## src/rtl/fetch_controller.sv

```systemverilog
// Instruction-fetch sequencer: owns the PC, fetches over a req/ack handshake,
// presents each word to decode and takes the next PC when execute completes.
module fetch_controller #(
    parameter logic [31:0] RESET_PC    = 32'h0000_0000,
    parameter int unsigned ACK_TIMEOUT = 255
) (
    input  logic        i_clk,
    input  logic        i_rstn,
    input  logic        i_start,
    output logic [31:0] o_imem_addr,
    output logic        o_imem_req,
    input  logic        i_imem_ack,
    input  logic [31:0] i_imem_rdata,
    output logic [31:0] o_cpc,
    output logic [31:0] o_inst,
    output logic        o_inst_valid,
    input  logic        i_exec_done,
    input  logic [31:0] i_npc,
    input  logic        i_halt,
    output logic [31:0] o_retired,
    output logic        o_halted,
    output logic        o_err,
    output logic [1:0]  o_err_code
);

    typedef enum logic [2:0] {
        StIdle,
        StFetch,
        StIssue,
        StHalt,
        StErr
    } state_e;

    localparam logic [7:0] TimeoutLim = 8'(ACK_TIMEOUT);
    localparam logic [1:0] CodeMisalign = 2'b01;
    localparam logic [1:0] CodeTimeout  = 2'b10;

    state_e      r_state;
    state_e      w_state_nxt;
    logic [31:0] r_pc;
    logic [31:0] w_pc_nxt;
    logic [31:0] r_inst;
    logic [31:0] w_inst_nxt;
    logic [31:0] r_retired;
    logic [31:0] w_retired_nxt;
    logic [1:0]  r_err_code;
    logic [1:0]  w_err_code_nxt;
    logic [7:0]  r_tmo_cnt;
    logic [7:0]  w_tmo_cnt_nxt;
    logic [7:0]  w_tmo_cnt_inc;

    assign w_tmo_cnt_inc = r_tmo_cnt + 8'd1;

    always_comb begin
        w_state_nxt    = r_state;
        w_pc_nxt       = r_pc;
        w_inst_nxt     = r_inst;
        w_retired_nxt  = r_retired;
        w_err_code_nxt = r_err_code;
        w_tmo_cnt_nxt  = r_tmo_cnt;

        unique case (r_state)
            StIdle: begin
                if (i_start) begin
                    w_state_nxt   = StFetch;
                    w_tmo_cnt_nxt = 8'd0;
                end
            end

            StFetch: begin
                // An ack arriving in the same cycle as the timeout still wins.
                if (i_imem_ack) begin
                    w_inst_nxt    = i_imem_rdata;
                    w_tmo_cnt_nxt = 8'd0;
                    w_state_nxt   = StIssue;
                end else if (w_tmo_cnt_inc == TimeoutLim) begin
                    w_tmo_cnt_nxt  = w_tmo_cnt_inc;
                    w_err_code_nxt = CodeTimeout;
                    w_state_nxt    = StErr;
                end else begin
                    w_tmo_cnt_nxt = w_tmo_cnt_inc;
                end
            end

            StIssue: begin
                if (i_exec_done) begin
                    w_retired_nxt = r_retired + 32'd1;
                    if (i_halt) begin
                        w_state_nxt = StHalt;
                    end else if (i_npc[1:0] != 2'b00) begin
                        w_err_code_nxt = CodeMisalign;
                        w_state_nxt    = StErr;
                    end else begin
                        w_pc_nxt      = i_npc;
                        w_tmo_cnt_nxt = 8'd0;
                        w_state_nxt   = StFetch;
                    end
                end
            end

            StHalt: begin
                w_state_nxt = StHalt;
            end

            StErr: begin
                w_state_nxt = StErr;
            end

            default: begin
                w_state_nxt = StIdle;
            end
        endcase
    end

    always_ff @(posedge i_clk or negedge i_rstn) begin
        if (!i_rstn) begin
            r_state    <= StIdle;
            r_pc       <= RESET_PC;
            r_inst     <= 32'd0;
            r_retired  <= 32'd0;
            r_err_code <= 2'b00;
            r_tmo_cnt  <= 8'd0;
        end else begin
            r_state    <= w_state_nxt;
            r_pc       <= w_pc_nxt;
            r_inst     <= w_inst_nxt;
            r_retired  <= w_retired_nxt;
            r_err_code <= w_err_code_nxt;
            r_tmo_cnt  <= w_tmo_cnt_nxt;
        end
    end

    // Handshake and status flags decode from state alone, so reset drops them at once.
    assign o_imem_req   = (r_state == StFetch);
    assign o_inst_valid = (r_state == StIssue);
    assign o_halted     = (r_state == StHalt);
    assign o_err        = (r_state == StErr);
    assign o_imem_addr  = r_pc;
    assign o_cpc        = r_pc;
    assign o_inst       = r_inst;
    assign o_retired    = r_retired;
    assign o_err_code   = r_err_code;

endmodule

```

## config.mk

```make
export PLATFORM = sky130hd
export DESIGN_NAME = fetch_controller
export DESIGN_NICKNAME = d
export VERILOG_FILES = /design/src/rtl/fetch_controller.sv
export SDC_FILE = /design/constraint.sdc
export NUM_CORES = 1
export LEC_CHECK = 0
export BUFFER_PORTS_ARGS = -buffer_cell sky130_fd_sc_hd__buf_2
export CORE_MARGIN = 2
export CORE_UTILIZATION = 35
export DETAILED_ROUTE_END_ITERATION = 7
export GPL_TIMING_DRIVEN = 0
export SYNTH_ARGS = -nofsm -noshare
export SYNTH_HDL_FRONTEND = slang
export SYNTH_SLANG_ARGS = --single-unit
export TNS_END_PERCENT = 50
```

## constraint.sdc

```tcl
create_clock -name i_clk -period 2.5 [get_ports i_clk]
set_clock_uncertainty 0.1 [all_clocks]
set_input_delay 0.75 -clock i_clk [delete_from_list [all_inputs] [get_ports i_clk]]
set_output_delay 0.75 -clock i_clk [all_outputs]
set_load 0.01 [all_outputs]
```

==> summary.md <==
The area share of the largest cell type after synthesis works out to 0.565. The tools report the max-capacitance violation count as 0. The largest fanout on the critical path was 8. The root cell of the clock tree was sky130_fd_sc_hd__clkbuf_16. STA classifies the critical path endpoint as an output port.

The count of TritonRoute iterations in the first routing pass is 4, and the net switching power is 2150 uW. For this design the top-level I/O count stands at 204. After detailed routing, the met3 layer carries 665 um of wire.

The routed design could run at a clock period as short as 2.15 ns. Measured along the x axis, the die boundary spans 121 um. CTS built an H-tree with a depth of 3.

The fraction of registers with async set or reset after synthesis came out at 1.00. The start of the worst register-to-register path is r_state[1]. After clock tree synthesis, the clock-pin slew on the worst setup and hold paths is 0.07 ns.

The logs give 1 for the number of antenna violations at the first check in global routing and 0.479 for the core utilization of the finished layout. The final-report hold violation count is 0. The worst setup path is launched from a register. Setup violations remaining at the end of the flow were counted as 0. The first global-routing pass estimated 17,400 um of wire. For this run the aggregate overflow at the end of global routing stands at 0. The run gives 8580 um as the total half-perimeter wirelength after legalization and detailed placement. The placer congestion estimate came out at 0.832.

The routed via count divided by cell count works out to 4.64. The tools report the relative slew slack as 0.517. Total of flip-flops plus latches after synthesis: 109. The depth of the worst register-to-register path works out to 6.

After synthesis, the cell types taking the most area are sky130_fd_sc_hd__dfrtp_1 56%, sky130_fd_sc_hd__mux2_2 14%, sky130_fd_sc_hd__buf_4 5.8%. The commonest register cell after synthesis was sky130_fd_sc_hd__dfrtp_1. When the netlist entered floorplanning its net count stood at 454.

The number of clock buffers added by TritonCTS is 9. Met1 layer wirelength in the final routing: 4550 um. In the final routed layout, each cell accounts on average for 14.2 um.

The final layout contains routed wiring with a total length of 11,100 um. Cell internal power was estimated by the tool at 4400 uW. For this block, the via count after detailed routing is 3,612.

The number of sinks handled by clock tree synthesis is 109, and the buffers inserted during post-CTS setup optimization is 0. The clock reaches the later pin of the worst-skew pair after 0.34 ns. The run gives 1.30 ns as the critical path arrival.

In the synthesized netlist, the cells that appear most often are 109 x sky130_fd_sc_hd__dfrtp_1, 61 x sky130_fd_sc_hd__mux2_2, 37 x sky130_fd_sc_hd__buf_4. The Yosys step of the flow raised 0 warnings. The part of the total power dissipated in the clock network came out at 0.219. In this run the static leakage power is 0.00336 uW.

The multi-input combinational cells in the finished layout cover a total of 1760 um^2. Summing every instance area after synthesis gives 4830 um^2. At the pin with the least slew margin, the transition time is 0.725 ns. The final count of pins violating max slew is 0, and the number of remaining DRC errors is 0.

Registers take 2730 um^2. The worst setup path is of the register to output port kind. The critical path ends at o_imem_req.

The most critical setup path has its startpoint at r_state[2]. STA puts the critical path data required time at 1.65 ns. The post-route clock period utilization was 0.859. Gates resized during post-CTS repair numbered 0. The post-synthesis area per instance came out at 12.7 um^2.

The area growth from synthesis to final layout was 32.5%. The worst ir drop on vdd was 394 uV; the final-layout fill cell count was 1,260. The run gives 669 as the number of nets in the layout. The die covers 14,800 um^2. In this run, the number of DRC markers left after iteration 0 of detailed routing was 184. For the final instance area, the log shows 6400 um^2. Class of the tightest hold or removal check: input pin to async pin.

The count of buffers added on input and output ports is 203. The number of buffers between clock root and the deepest sink is 2, and the total number of placement rows is 42. Setup repair after global routing left no endpoint under its margin. After synthesis, the netlist uses 42 different library cells.

Height of the die: 121 um. The cell with the most instances after synthesis is sky130_fd_sc_hd__dfrtp_1. The endpoint identified for the worst register-to-register timing path is o_cpc[12].

The total met2 wirelength after detailed routing came out at 5660 um. In the synthesized netlist, the number of instances is 381. In this run the power density over the cells is 1020 nW/um^2. Switching part of the total: 0.328.

Derived from the worst setup path, the maximum achievable clock frequency is 0.465 GHz. Entering global routing, the biggest net connects 57 pins. TritonCTS built the clock tree. The via count of the first global-routing pass came out at 3,496. Global-route total usage across every layer: 0.149. The area inside the core boundary was 13,300 um^2; the slack of the worst reg-to-reg path was 0.45 ns.

sky130_fd_sc_hd__dfrtp_1 takes more of the synthesized area than any other cell. The highest layer touched by signal routing is met4. The fraction of layout cells with a size suffix above 1 is 0.546, and the sequential fraction of the synthesis area is 0.565.

The run finished with clean final reports. The post-placement cell area is 6090 um^2, and the sequential power share is 0.411. The tools report the initial core utilization as 0.362. Adding up every negative setup slack in the final design gives 0 ns. The combinational group share of total power was 0.370; the total of hold buffers inserted after clock tree synthesis was 0. The detail route stage leaves a number of antenna-violating nets equal to 0. Counting flops with a built-in enable in the synthesized netlist gives 0.
critical path: stages, from the launching register on:
cell	delay (ns)
sky130_fd_sc_hd__dfrtp_1	0.45
sky130_fd_sc_hd__nand2b_1	0.22
sky130_fd_sc_hd__nor2_1	0.13
sky130_fd_sc_hd__buf_2	0.16
worst min-delay path by stage:
stage,start,to,slack [ns],cells past startpoint
after CTS,i_rstn,o_inst[31],0.38,1
after global routing,o_retired[31],o_retired[31],0.40,1
final,i_rstn,o_inst[31],0.36,1
after floorplan,i_rstn,o_cpc[0],0.35,0
after detailed placement,o_inst[8],o_inst[8],0.37,1
after global placement,o_retired[31],o_retired[31],0.36,1
cell families (layout without fill, tap and decap cells):
| family | Yosys count | in the layout | synth area share |
|---|---|---|---|
| AO/OA/AOI/OAI | 27 | 27 | 0.0339 |
| XOR/XNOR | 36 | 36 | 0.0669 |
| flip-flops | 109 | 109 | 0.565 |
| AND/OR/NAND/NOR | 91 | 91 | 0.111 |
| other | 0 | 1 | 0 |
| buffers and inverters | 53 | 273 | 0.0713 |
| adder cells (fa/ha/maj) | 3 | 3 | 0.00777 |
| multiplexers | 62 | 62 | 0.145 |
cells in the final DEF, fill, tap and decap left out, types with 3 or more instances in the layout:
cell type and n:
sky130_fd_sc_hd__clkbuf_16 9, sky130_fd_sc_hd__inv_1 7, sky130_fd_sc_hd__clkbuf_1 4, sky130_fd_sc_hd__xor2_1 10, sky130_fd_sc_hd__nor3_1 5, sky130_fd_sc_hd__and2_1 3
sky130_fd_sc_hd__and3_1 7, sky130_fd_sc_hd__clkinv_4 3, sky130_fd_sc_hd__o21ai_0 14, sky130_fd_sc_hd__nand2b_1 3, sky130_fd_sc_hd__dfrtp_1 109, sky130_fd_sc_hd__ha_1 3
sky130_fd_sc_hd__buf_4 38, sky130_fd_sc_hd__mux2_2 61, sky130_fd_sc_hd__nor2_1 10, sky130_fd_sc_hd__and4_1 7, sky130_fd_sc_hd__nand4_1 10, sky130_fd_sc_hd__buf_2 207
sky130_fd_sc_hd__nand3_1 11, sky130_fd_sc_hd__xnor2_1 25, sky130_fd_sc_hd__nand2_1 22
routing by layer:
layer / vias to the layer above / track usage
met3: 11 / 0.0296
met2: 121 / 0.259
met5: - / 0
met1: 1752 / 0.186
li1: 1728 / -
met4: 0 / 0.0489
per-stage QoR:
stage               hold slack, ns  total power, uW  std cells  setup WS (ns)
floorplan                    0.354             4110        381          0.492
global placement             0.358             5130        760         -0.684
detailed placement           0.371             5210        761         0.0186
CTS                          0.381             6650        777          0.327
global route                 0.397             6990        778          0.241
finish                       0.361             6550        778          0.351
power groups by stage:
stage / clock (uW) / sequential (uW) / combinational (uW)
floorplan: 0 / 2930 / 1180
global placement: 0 / 2690 / 2440
detailed placement: 0 / 2740 / 2470
CTS: 1480 / 2700 / 2470
global route: 1570 / 2780 / 2640
finish: 1440 / 2690 / 2420
flip-flops by register name, indices dropped and copies added (netlist names):
signal / cells
o_cpc: 32
o_inst: 32
o_retired: 32
r_tmo_cnt: 8
r_state: 3
o_err_code: 2
cell type report:
| cell class | count | share of cell area |
|---|---|---|
| Sequential cell | 109 | 0.426 |
| Multi-Input combinational cell | 219 | 0.275 |
| Timing Repair Buffer | 204 | 0.164 |
| Buffer | 46 | 0.0497 |
| Clock buffer | 9 | 0.0352 |
| Tap cell | 176 | 0.0344 |
| Clock inverter | 7 | 0.0117 |
| Inverter | 7 | 0.00411 |
| Antenna cell | 1 | 0.000391 |
(Power assumes the default switching activity.)
